### config.mk
export PLATFORM = sky130hd
export DESIGN_NAME = fwd_hazard_ctrl_flat
export DESIGN_NICKNAME = d
export VERILOG_FILES = /design/src/rtl/fwd_pkg.sv /design/src/rtl/fwd_hazard_ctrl_if.sv /design/src/rtl/fwd_stage_reg.sv /design/src/rtl/fwd_hazard_ctrl.sv /design/src/flat_wrapper.sv
export SDC_FILE = /design/constraint.sdc
export NUM_CORES = 1
export LEC_CHECK = 0
export CAP_MARGIN = 5
export CORE_MARGIN = 5
export CORE_UTILIZATION = 45
export CTS_CLUSTER_DIAMETER = 200
export DETAILED_ROUTE_END_ITERATION = 12
export PLACE_DENSITY_LB_ADDON = 0.05
export SKIP_CTS_REPAIR_TIMING = 1
export SYNTH_ARGS = -nofsm -noshare
export SYNTH_HDL_FRONTEND = slang
export SYNTH_SLANG_ARGS = --single-unit
### constraint.sdc
create_clock -name clk_i -period 1.8 [get_ports clk_i]
set_input_delay 0.36 -clock clk_i [delete_from_list [all_inputs] [get_ports clk_i]]
set_output_delay 0.36 -clock clk_i [all_outputs]
set_load 0.1 [all_outputs]
### src/rtl/fwd_pkg.sv
// Shared constants, stage-record control fields and select helper for the forwarding/hazard unit.
// Optional statistics counters are enabled with the FWD_HAZARD_STATS_EN macro (see fwd_hazard_ctrl).
package fwd_pkg;

  localparam int unsigned REG_AW_DEF = 5;
  localparam int unsigned CNT_W_DEF  = 16;
  localparam int unsigned SEL_W      = 2;

  localparam logic [SEL_W-1:0] SEL_REG = 2'b00;
  localparam logic [SEL_W-1:0] SEL_MEM = 2'b01;
  localparam logic [SEL_W-1:0] SEL_WB  = 2'b10;
  localparam logic [SEL_W-1:0] SEL_IMM = 2'b11;

  typedef struct packed {
    logic valid;
    logic regwrite;
    logic memread;
    logic alusrc;
  } stage_ctl_t;

  localparam stage_ctl_t BUBBLE = '0;

  // MEM wins over WB; register 0 never forwards.
  function automatic logic [SEL_W-1:0] sel_from_hits(input logic src_nz,
                                                     input logic mem_hit,
                                                     input logic wb_hit);
    logic [SEL_W-1:0] sel;
    sel = SEL_REG;
    if (src_nz && mem_hit) begin
      sel = SEL_MEM;
    end else if (src_nz && wb_hit) begin
      sel = SEL_WB;
    end
    return sel;
  endfunction

endpackage

### src/rtl/fwd_hazard_ctrl_if.sv
// ID-stage request bundle and mux-select / stall response of the forwarding unit.
interface fwd_hazard_ctrl_if
  import fwd_pkg::*;
#(
  parameter int unsigned REG_AW = REG_AW_DEF,
  parameter int unsigned CNT_W  = CNT_W_DEF
) ();

  logic              id_valid_i;
  logic [REG_AW-1:0] id_rs_i;
  logic [REG_AW-1:0] id_rt_i;
  logic [REG_AW-1:0] id_rd_i;
  logic              id_regwrite_i;
  logic              id_memread_i;
  logic              id_alusrc_i;
  logic              flush_i;
  logic [SEL_W-1:0]  fwd_a_sel_o;
  logic [SEL_W-1:0]  fwd_b_sel_o;
  logic              stall_o;
  logic [CNT_W-1:0]  stall_cnt_o;
  logic [CNT_W-1:0]  fwd_cnt_o;

  // Decode side: presents the ID instruction, consumes selects and stall.
  modport master (
    output id_valid_i, id_rs_i, id_rt_i, id_rd_i,
           id_regwrite_i, id_memread_i, id_alusrc_i, flush_i,
    input  fwd_a_sel_o, fwd_b_sel_o, stall_o, stall_cnt_o, fwd_cnt_o
  );

  // Forwarding unit side.
  modport slave (
    input  id_valid_i, id_rs_i, id_rt_i, id_rd_i,
           id_regwrite_i, id_memread_i, id_alusrc_i, flush_i,
    output fwd_a_sel_o, fwd_b_sel_o, stall_o, stall_cnt_o, fwd_cnt_o
  );

endinterface

### src/rtl/fwd_stage_reg.sv
// One pipeline stage record of register ownership; reset or bubble-insert loads an empty slot.
module fwd_stage_reg
  import fwd_pkg::*;
#(
  parameter int unsigned REG_AW = REG_AW_DEF
) (
  input  logic              clk_i,
  input  logic              rst_i,
  input  logic              i_bubble,
  input  stage_ctl_t        i_ctl,
  input  logic [REG_AW-1:0] i_rs,
  input  logic [REG_AW-1:0] i_rt,
  input  logic [REG_AW-1:0] i_rd,
  output stage_ctl_t        o_ctl,
  output logic [REG_AW-1:0] o_rs,
  output logic [REG_AW-1:0] o_rt,
  output logic [REG_AW-1:0] o_rd
);

  stage_ctl_t        r_ctl;
  logic [REG_AW-1:0] r_rs;
  logic [REG_AW-1:0] r_rt;
  logic [REG_AW-1:0] r_rd;

  // Capture the upstream record, or an empty one on reset/bubble.
  always_ff @(posedge clk_i) begin
    if (rst_i || i_bubble) begin
      r_ctl <= BUBBLE;
      r_rs  <= '0;
      r_rt  <= '0;
      r_rd  <= '0;
    end else begin
      r_ctl <= i_ctl;
      r_rs  <= i_rs;
      r_rt  <= i_rt;
      r_rd  <= i_rd;
    end
  end

  assign o_ctl = r_ctl;
  assign o_rs  = r_rs;
  assign o_rt  = r_rt;
  assign o_rd  = r_rd;

endmodule

### src/rtl/fwd_hazard_ctrl.sv
// EX-stage operand forwarding selects and load-use stall generation.
// Define FWD_HAZARD_STATS_EN to build saturating stall/forward event counters;
// otherwise the counter outputs are tied to zero.
module fwd_hazard_ctrl
  import fwd_pkg::*;
#(
  parameter int unsigned REG_AW = REG_AW_DEF,
  parameter int unsigned CNT_W  = CNT_W_DEF
) (
  input logic               clk_i,
  input logic               rst_i,
  fwd_hazard_ctrl_if.slave  bus
);

  stage_ctl_t        w_id_ctl, w_ex_ctl, w_mem_ctl, w_wb_ctl;
  logic [REG_AW-1:0] w_ex_rs, w_ex_rt, w_ex_rd;
  logic [REG_AW-1:0] w_mem_rs, w_mem_rt, w_mem_rd;
  logic [REG_AW-1:0] w_wb_rs, w_wb_rt, w_wb_rd;
  logic              w_stall, w_load_ex;
  logic              w_mem_hit_a, w_mem_hit_b, w_wb_hit_a, w_wb_hit_b;
  logic [SEL_W-1:0]  w_a_sel, w_b_sel;
  logic              w_unused;

  // Pack the ID control bits into a stage record.
  always_comb begin
    w_id_ctl          = BUBBLE;
    w_id_ctl.valid    = bus.id_valid_i;
    w_id_ctl.regwrite = bus.id_regwrite_i;
    w_id_ctl.memread  = bus.id_memread_i;
    w_id_ctl.alusrc   = bus.id_alusrc_i;
  end

  // Load-use hazard: a load in EX feeds a register the ID instruction reads; a flush cancels it.
  always_comb begin
    w_stall = w_ex_ctl.valid && w_ex_ctl.memread && (w_ex_rd != '0) && bus.id_valid_i &&
              !bus.flush_i &&
              ((w_ex_rd == bus.id_rs_i) || ((w_ex_rd == bus.id_rt_i) && !bus.id_alusrc_i));
  end

  assign w_load_ex = bus.id_valid_i && !w_stall && !bus.flush_i;

  fwd_stage_reg #(.REG_AW(REG_AW)) u_ex (
    .clk_i (clk_i), .rst_i (rst_i), .i_bubble (!w_load_ex),
    .i_ctl (w_id_ctl), .i_rs (bus.id_rs_i), .i_rt (bus.id_rt_i), .i_rd (bus.id_rd_i),
    .o_ctl (w_ex_ctl), .o_rs (w_ex_rs), .o_rt (w_ex_rt), .o_rd (w_ex_rd)
  );

  fwd_stage_reg #(.REG_AW(REG_AW)) u_mem (
    .clk_i (clk_i), .rst_i (rst_i), .i_bubble (1'b0),
    .i_ctl (w_ex_ctl), .i_rs (w_ex_rs), .i_rt (w_ex_rt), .i_rd (w_ex_rd),
    .o_ctl (w_mem_ctl), .o_rs (w_mem_rs), .o_rt (w_mem_rt), .o_rd (w_mem_rd)
  );

  fwd_stage_reg #(.REG_AW(REG_AW)) u_wb (
    .clk_i (clk_i), .rst_i (rst_i), .i_bubble (1'b0),
    .i_ctl (w_mem_ctl), .i_rs (w_mem_rs), .i_rt (w_mem_rt), .i_rd (w_mem_rd),
    .o_ctl (w_wb_ctl), .o_rs (w_wb_rs), .o_rt (w_wb_rt), .o_rd (w_wb_rd)
  );

  // Ownership match of EX sources against the MEM and WB writers.
  always_comb begin
    w_mem_hit_a = w_mem_ctl.valid && w_mem_ctl.regwrite && (w_mem_rd == w_ex_rs);
    w_mem_hit_b = w_mem_ctl.valid && w_mem_ctl.regwrite && (w_mem_rd == w_ex_rt);
    w_wb_hit_a  = w_wb_ctl.valid && w_wb_ctl.regwrite && (w_wb_rd == w_ex_rs);
    w_wb_hit_b  = w_wb_ctl.valid && w_wb_ctl.regwrite && (w_wb_rd == w_ex_rt);
  end

  // Operand mux selects; B takes the immediate when the EX instruction uses one.
  always_comb begin
    w_a_sel = sel_from_hits(w_ex_rs != '0, w_mem_hit_a, w_wb_hit_a);
    w_b_sel = SEL_REG;
    if (w_ex_ctl.alusrc) begin
      w_b_sel = SEL_IMM;
    end else begin
      w_b_sel = sel_from_hits(w_ex_rt != '0, w_mem_hit_b, w_wb_hit_b);
    end
  end

  assign bus.fwd_a_sel_o = rst_i ? SEL_REG : w_a_sel;
  assign bus.fwd_b_sel_o = rst_i ? SEL_REG : w_b_sel;
  assign bus.stall_o     = !rst_i && w_stall;

`ifdef FWD_HAZARD_STATS_EN
  logic [CNT_W-1:0] r_stall_cnt, r_fwd_cnt;
  logic             w_fwd_evt;

  assign w_fwd_evt = (bus.fwd_a_sel_o == SEL_MEM) || (bus.fwd_a_sel_o == SEL_WB) ||
                     (bus.fwd_b_sel_o == SEL_MEM) || (bus.fwd_b_sel_o == SEL_WB);

  // Saturating event counters.
  always_ff @(posedge clk_i) begin
    if (rst_i) begin
      r_stall_cnt <= '0;
      r_fwd_cnt   <= '0;
    end else begin
      if (bus.stall_o && !bus.flush_i && (r_stall_cnt != '1)) begin
        r_stall_cnt <= r_stall_cnt + CNT_W'(1);
      end
      if (w_fwd_evt && (r_fwd_cnt != '1)) begin
        r_fwd_cnt <= r_fwd_cnt + CNT_W'(1);
      end
    end
  end

  assign bus.stall_cnt_o = rst_i ? {CNT_W{1'b0}} : r_stall_cnt;
  assign bus.fwd_cnt_o   = rst_i ? {CNT_W{1'b0}} : r_fwd_cnt;
`else
  assign bus.stall_cnt_o = {CNT_W{1'b0}};
  assign bus.fwd_cnt_o   = {CNT_W{1'b0}};
`endif

  // WB fields past the last consumer are intentionally left dangling.
  assign w_unused = &{1'b0, w_wb_rs, w_wb_rt, w_wb_ctl.memread, w_wb_ctl.alusrc};

endmodule

### src/flat_wrapper.sv
// flat-port wrapper written by rule: the top's interface ports become plain ports
module fwd_hazard_ctrl_flat import fwd_pkg::*;
#(
  parameter int unsigned REG_AW = REG_AW_DEF,
  parameter int unsigned CNT_W  = CNT_W_DEF
)
  (clk_i, rst_i, bus_id_valid_i, bus_id_rs_i, bus_id_rt_i, bus_id_rd_i, bus_id_regwrite_i, bus_id_memread_i, bus_id_alusrc_i, bus_flush_i, bus_fwd_a_sel_o, bus_fwd_b_sel_o, bus_stall_o, bus_stall_cnt_o, bus_fwd_cnt_o);
  fwd_hazard_ctrl_if #(.REG_AW(REG_AW), .CNT_W(CNT_W)) bus_i ();
  input logic clk_i;
  input logic rst_i;
  input wire logic [$bits(bus_i.id_valid_i)-1:0] bus_id_valid_i;
  input wire logic [$bits(bus_i.id_rs_i)-1:0] bus_id_rs_i;
  input wire logic [$bits(bus_i.id_rt_i)-1:0] bus_id_rt_i;
  input wire logic [$bits(bus_i.id_rd_i)-1:0] bus_id_rd_i;
  input wire logic [$bits(bus_i.id_regwrite_i)-1:0] bus_id_regwrite_i;
  input wire logic [$bits(bus_i.id_memread_i)-1:0] bus_id_memread_i;
  input wire logic [$bits(bus_i.id_alusrc_i)-1:0] bus_id_alusrc_i;
  input wire logic [$bits(bus_i.flush_i)-1:0] bus_flush_i;
  output wire logic [$bits(bus_i.fwd_a_sel_o)-1:0] bus_fwd_a_sel_o;
  output wire logic [$bits(bus_i.fwd_b_sel_o)-1:0] bus_fwd_b_sel_o;
  output wire logic [$bits(bus_i.stall_o)-1:0] bus_stall_o;
  output wire logic [$bits(bus_i.stall_cnt_o)-1:0] bus_stall_cnt_o;
  output wire logic [$bits(bus_i.fwd_cnt_o)-1:0] bus_fwd_cnt_o;
  assign bus_i.id_valid_i = bus_id_valid_i;
  assign bus_i.id_rs_i = bus_id_rs_i;
  assign bus_i.id_rt_i = bus_id_rt_i;
  assign bus_i.id_rd_i = bus_id_rd_i;
  assign bus_i.id_regwrite_i = bus_id_regwrite_i;
  assign bus_i.id_memread_i = bus_id_memread_i;
  assign bus_i.id_alusrc_i = bus_id_alusrc_i;
  assign bus_i.flush_i = bus_flush_i;
  assign bus_fwd_a_sel_o = bus_i.fwd_a_sel_o;
  assign bus_fwd_b_sel_o = bus_i.fwd_b_sel_o;
  assign bus_stall_o = bus_i.stall_o;
  assign bus_stall_cnt_o = bus_i.stall_cnt_o;
  assign bus_fwd_cnt_o = bus_i.fwd_cnt_o;
  fwd_hazard_ctrl #(.REG_AW(REG_AW), .CNT_W(CNT_W)) u_core (.clk_i(clk_i), .rst_i(rst_i), .bus(bus_i));
endmodule
Word level (Yosys, flattened, before mapping)
Index checks and enable logic that the tools add are counted.
{ "op_classes": {"n_reduce_logical": 29, "mux": 7, "eq_ne": 6} }
{ "op_table": {"columns": ["cell", "count"], "rows": [
  ["5-bit == test", 6],
  ["1-bit logical AND", 19],
  ["5-bit nonzero test", 3],
  ["2-bit two-way mux", 7],
  ["1-bit logical NOT", 5],
  ["1-bit logical OR", 2]
]} }
{ "word_totals": {"out_inout_bits": 37, "register_bits": 33, "elab_cells": 55, "input_bits": 22} }

Depth between registers and ports, before layout
{ "logic_depth": {"depth_word": 10, "mapped_depth": 5} }

By module
Synthesis repeated with hierarchy kept, for this count alone.
{ "unflattened": {"cells_unflattened": 220, "area_unflattened_um2": 2558.7} }
{ "by_module_without_submodules": {"columns": ["module", "seq_area_each_um2", "cells_each", "instances", "area_each_um2"], "rows": [
  ["fwd_stage_reg", 380.4, 42, 3, 626.9],
  ["fwd_hazard_ctrl", 0.0, 94, 1, 678.2]
]} }

Worst setup path after synthesis
OpenSTA, ideal clock, no wires.
{ "synth_path": {"path_type": "register to output", "start": "reg u_core.u_ex.r_rt[0] (netlist: u_core.u_ex.o_rt[0])", "end": "out bus_fwd_b_sel_o[1]", "required_time_ps": 1440, "slack_ps": -928, "t_arrival_ps": 2368, "stages_incl_launch_ff": 5, "n_path_buf": 0, "path_cell_list": "dfxtp_1 > xor2_1 > nor4_1 > o2111ai_1 > a21oi_1"} }
{ "synth_via": {"elab_chain_cells": 7} }
{ "synth_rtl": {"columns": ["item", "line", "source"], "rows": [
  ["start, declared", "fwd_stage_reg.sv:22", "logic [REG_AW-1:0] r_rt;"],
  ["start signal, assigned", "fwd_stage_reg.sv:35", "r_rt <= i_rt;"],
  ["5-bit == test", "fwd_hazard_ctrl.sv:65", "w_wb_hit_b = w_wb_ctl.valid && w_wb_ctl.regwrite && (w_wb_rd == w_ex_rt);"],
  ["1-bit logical AND", "fwd_hazard_ctrl.sv:65", null],
  ["1-bit logical AND", "fwd_pkg.sv:31", "end else if (src_nz && wb_hit) begin"],
  ["2-bit two-way mux", "fwd_pkg.sv:31", null],
  ["2-bit two-way mux *", "fwd_pkg.sv:29", "if (src_nz && mem_hit) begin"],
  ["2-bit two-way mux *", "fwd_hazard_ctrl.sv:72", "if (w_ex_ctl.alusrc) begin"],
  ["2-bit two-way mux *", "fwd_hazard_ctrl.sv:80", "assign bus.fwd_b_sel_o = rst_i ? SEL_REG : w_b_sel;"],
  ["end, declared", "flat_wrapper.sv:20", "output wire logic [$bits(bus_i.fwd_b_sel_o)-1:0] bus_fwd_b_sel_o;"]
]} }
Mark *: on every way between the ends. The rest lies on a longest branch, timed or not.

Final worst setup path
{ "layout_path": {"start": "reg u_core.u_ex.r_rs[0] (netlist: u_core.u_ex.o_rs[0])", "end": "out bus_fwd_a_sel_o[0]"} }
{ "layout_via": {"elab_chain_cells": 5} }
{ "layout_rtl": {"columns": ["item", "line", "source"], "rows": [
  ["start, declared", "fwd_stage_reg.sv:21", "logic [REG_AW-1:0] r_rs;"],
  ["start signal, assigned", "fwd_stage_reg.sv:34", "r_rs <= i_rs;"],
  ["5-bit == test", "fwd_hazard_ctrl.sv:62", "w_mem_hit_a = w_mem_ctl.valid && w_mem_ctl.regwrite && (w_mem_rd == w_ex_rs);"],
  ["1-bit logical AND", "fwd_hazard_ctrl.sv:62", null],
  ["1-bit logical AND *", "fwd_pkg.sv:29", null],
  ["2-bit two-way mux *", "fwd_pkg.sv:29", null],
  ["2-bit two-way mux *", "fwd_hazard_ctrl.sv:79", "assign bus.fwd_a_sel_o = rst_i ? SEL_REG : w_a_sel;"],
  ["end, declared", "flat_wrapper.sv:19", "output wire logic [$bits(bus_i.fwd_a_sel_o)-1:0] bus_fwd_a_sel_o;"]
]} }
Marks and branches as above.

==> impl_summary.txt <==
----------------------------------------------------
[Synth]
  Count of unique library cells instantiated by Yosys ... 25
  Warnings, synthesis ... 0
  Syn Std Cell Area ... 1700 um^2
  Sequential fraction of the synthesis area ... 39.0%
  Post-Synthesis Mean Instance Area ... ~9 um^2
  Synthesized flop and latch total ... 33
  Number of cells produced by synthesis ... 189

[Final layout]
  Leading cell types in the layout, fill and taps excluded ... conb_1 (32), buf_4 (21), inv_1 (19), dfxtp_1 (19), a211oi_1 (18)
  Antenna Diode Count ... 0
  Number of fill cells ... 312
  Final standard cell utilization of the core ... 65.0%
  Synthesis-to-finish area growth ... 40.3%
  Fraction of final layout cells sized beyond drive strength 1 ... 28.9%
  Total area of multi-input combinational cells ... ~950 um^2
  Nets ... 260
  Leading cell type in the layout, fill and taps excluded ... conb_1
  Sequential cell area ... ~700 um^2
  Final non-filler cell area ... 2380 um^2

[Floorplan]
  Core Area ... 3660 um^2
  Initial core utilization ... 46.3%
  Floorplan row count ... 22
  Width of the die ... just over 70 um
  Top Ports ... 59
  Chip height ... 71.4 um
  Die area ... 5100 um^2

[STA]
  Layout Skew ... 4.22 ps
  TNS Setup ... -1450 ps
  Final setup vio count ... 5
  PnR worst setup slack ... -353 ps
  Unrepaired setup endpoints after global routing ... yes
  Final count of pins violating max slew ... 0
  Count of final hold-check violations ... 0
  Final clock period utilization by the worst path ... 120%
  Worst hold slack ... 348 ps
  Achievable frequency ... between 400 and 500 MHz
  Fin crit period ... 2150 ps

[Power and ir drop]
  Worst-case vdd ir drop ... 0.000482 V
  Power per unit of standard cell area ... about 750 nW/um^2
  Leakage Power ... roughly 1.1 nW

[Critical path]
  Element type at the critical path end ... output pin
  Max stage delay cell, worst path ... or4_4
  Critical path class ... flip-flop to output pin
  Maximum fanout along the worst path ... 3
  Required time of the critical path ... 1440 ps
  Crit path buffers/inverters ... 2
  Arrival time at the worst endpoint ... 1790 ps
  List of cells traversed by the critical path ... xnor2_1 > nand4_1 > or4_4 > buf_4 > nor2_4 > buf_12
  R2R setup slack ... ~200 ps
  Kind of cell with the highest combined delay on the critical path ... simple AND/OR/NAND/NOR gates
  Maximum cell stage delay along the critical path ... 430 ps
  Kind of launch point of the worst setup path ... flip-flop

[Clocking]
  H-tree lvl count ... 2
  Clock Pin Slew Worst Setup and Hold Paths ... around 60 ps
  Buffer cell driving the clock tree root ... clkbuf_8
  Clock tree from TritonCTS ... done
  Buffers from clock root to sink, at most ... 2
  TritonCTS Buffers ... 5
  Worst-skew pair later-pin latency ... between 200 and 300 ps
  Total clock sinks ... 33

[Global route]
  Wire length of the first global-routing pass ... 5670 um
  GR Util All Layers ... 14.3%
  Antenna violations before repair ... 0
  Pin count of the biggest net entering global routing ... 20
  Remaining Overflow, GRT ... 0
  Number of global-route vias before repair ... 1323

[Hold path]
  Hold/Removal Path Class ... input pin to flip-flop

[Status]
  Run status ... complete, but fails checks
  Failing checks ... negative setup slack

[Route]
  Post-detailed-route count of antenna-violating nets ... 0
  Total iterations of the first detailed-routing run ... 4
  Via count normalized by instance count ... 4.53
  DRC viols ... 0
  First-iteration detailed-routing DRC count ... 24
  Routed wire length ... 3740 um
  Wire per inst ... 13.0 um
  Total number of vias ... 1301

[Placed design]
  Post-detailed-placement cell area ... 2130 um^2
  Detailed-placement wirelength estimate ... 2870 um
  Port Buffers ... 26
  Routability Congestion ... 0.849

[Job]
  Max cap viols ... 0

----------------------------------------------------
==> state kept, by name, summed over array words and instances (netlist names) <==
name                count
u_core.u_ex.o_ctl       4
u_core.u_ex.o_rd        5
u_core.u_ex.o_rs        5
u_core.u_ex.o_rt        5
u_core.u_mem.o_ctl      2
u_core.u_mem.o_rd       5
u_core.u_wb.o_ctl       2
u_core.u_wb.o_rd        5
==> cells by family after synthesis <==
family                    synth area share [%]
other                                    0.221
and+or+nand+nor                           14.1
DFF                                       39.0
buffers and inverters                     20.4
xor gates and xnor gates                  15.5
AOI/OAI and AO/OA                         10.8
==> cell type report <==
class                      count  area share [%]
clock buffer                   8            3.37
inverter                      19            3.00
multi-input combinational    128            39.9
sequential                    33            28.7
tap                           48            2.52
timing repair buffer          51            22.5
==> power by group <==
| group | internal [mW] | switching (mW) | total (mW) |
|---|---|---|---|
| registers | 0.746 | 0.0164 | 0.762 |
| clock network | 0.274 | 0.246 | 0.520 |
| logic | 0.118 | 0.376 | 0.495 |
| total | 1.14 | 0.638 | 1.78 |
==> layer usage <==
layer,routed length (um),global-route usage (%)
met5,0,0
met4,121,7.31
met3,229,5.05
met2,1940,25.2
met1,1440,14.9
==> final timing paths <==
| check | startpoint | to | cells after the start |
|---|---|---|---|
| setup reg to reg | u_core.u_ex.o_rd[2]$_SDFF_PP0_ | u_core.u_ex.o_rt[2]$_SDFF_PP0_ | 6 |
| setup / recovery | u_core.u_ex.o_rs[0]$_SDFF_PP0_ | bus_fwd_a_sel_o[0] | 6 |
| hold reg to reg | u_core.u_ex.o_ctl[2]$_SDFF_PP0_ | u_core.u_mem.o_ctl[2]$_SDFF_PP0_ | 1 |
| hold / removal | bus_id_rt_i[0] | u_core.u_ex.o_rt[0]$_SDFF_PP0_ | 3 |
==> through the flow <==
| step | total power [mW] | instances | setup slack, ps |
|---|---|---|---|
| finish | 1.78 | 287 | -353 |
| global route | 1.85 | 287 | -429 |
| CTS | 1.77 | 284 | -476 |
| detailed placement | 1.25 | 276 | -475 |
| global placement | 1.24 | 276 | -455 |
| floorplan | 1.21 | 220 | -120 |
==> synthesized netlist by cell type <==
master / number / area (um^2)
nand2b_1: 1 / 6.26
xnor2_1: 18 / 158
nor2_1: 5 / 18.8
nand4_1: 3 / 18.8
or4_1: 2 / 15.0
inv_1: 19 / 71.3
and3b_1: 1 / 8.76
o32ai_2: 1 / 16.3
conb_1: 1 / 3.75
nor2b_1: 16 / 100
nand3_1: 3 / 15.0
a21oi_1: 3 / 15.0
and2_1: 1 / 6.26
clkbuf_1: 6 / 22.5
buf_4: 33 / 248
o2111ai_1: 1 / 8.76
buf_2: 1 / 5.00
dfxtp_1: 33 / 661
nor3_1: 2 / 10.0
nand2_1: 4 / 15.0
a211oi_1: 18 / 135
xor2_1: 12 / 105
nor4_1: 3 / 18.8
o31ai_1: 1 / 7.51
and3_1: 1 / 6.26
==> worst reg2reg max path: stages, from the launching register on <==
cell,delay (ps)
dfxtp_1,430
xnor2_1,150
nand4_1,120
o32ai_2,270
buf_4,160
buf_4,220
a211oi_1,110
Power figures use the tool's default switching activity.
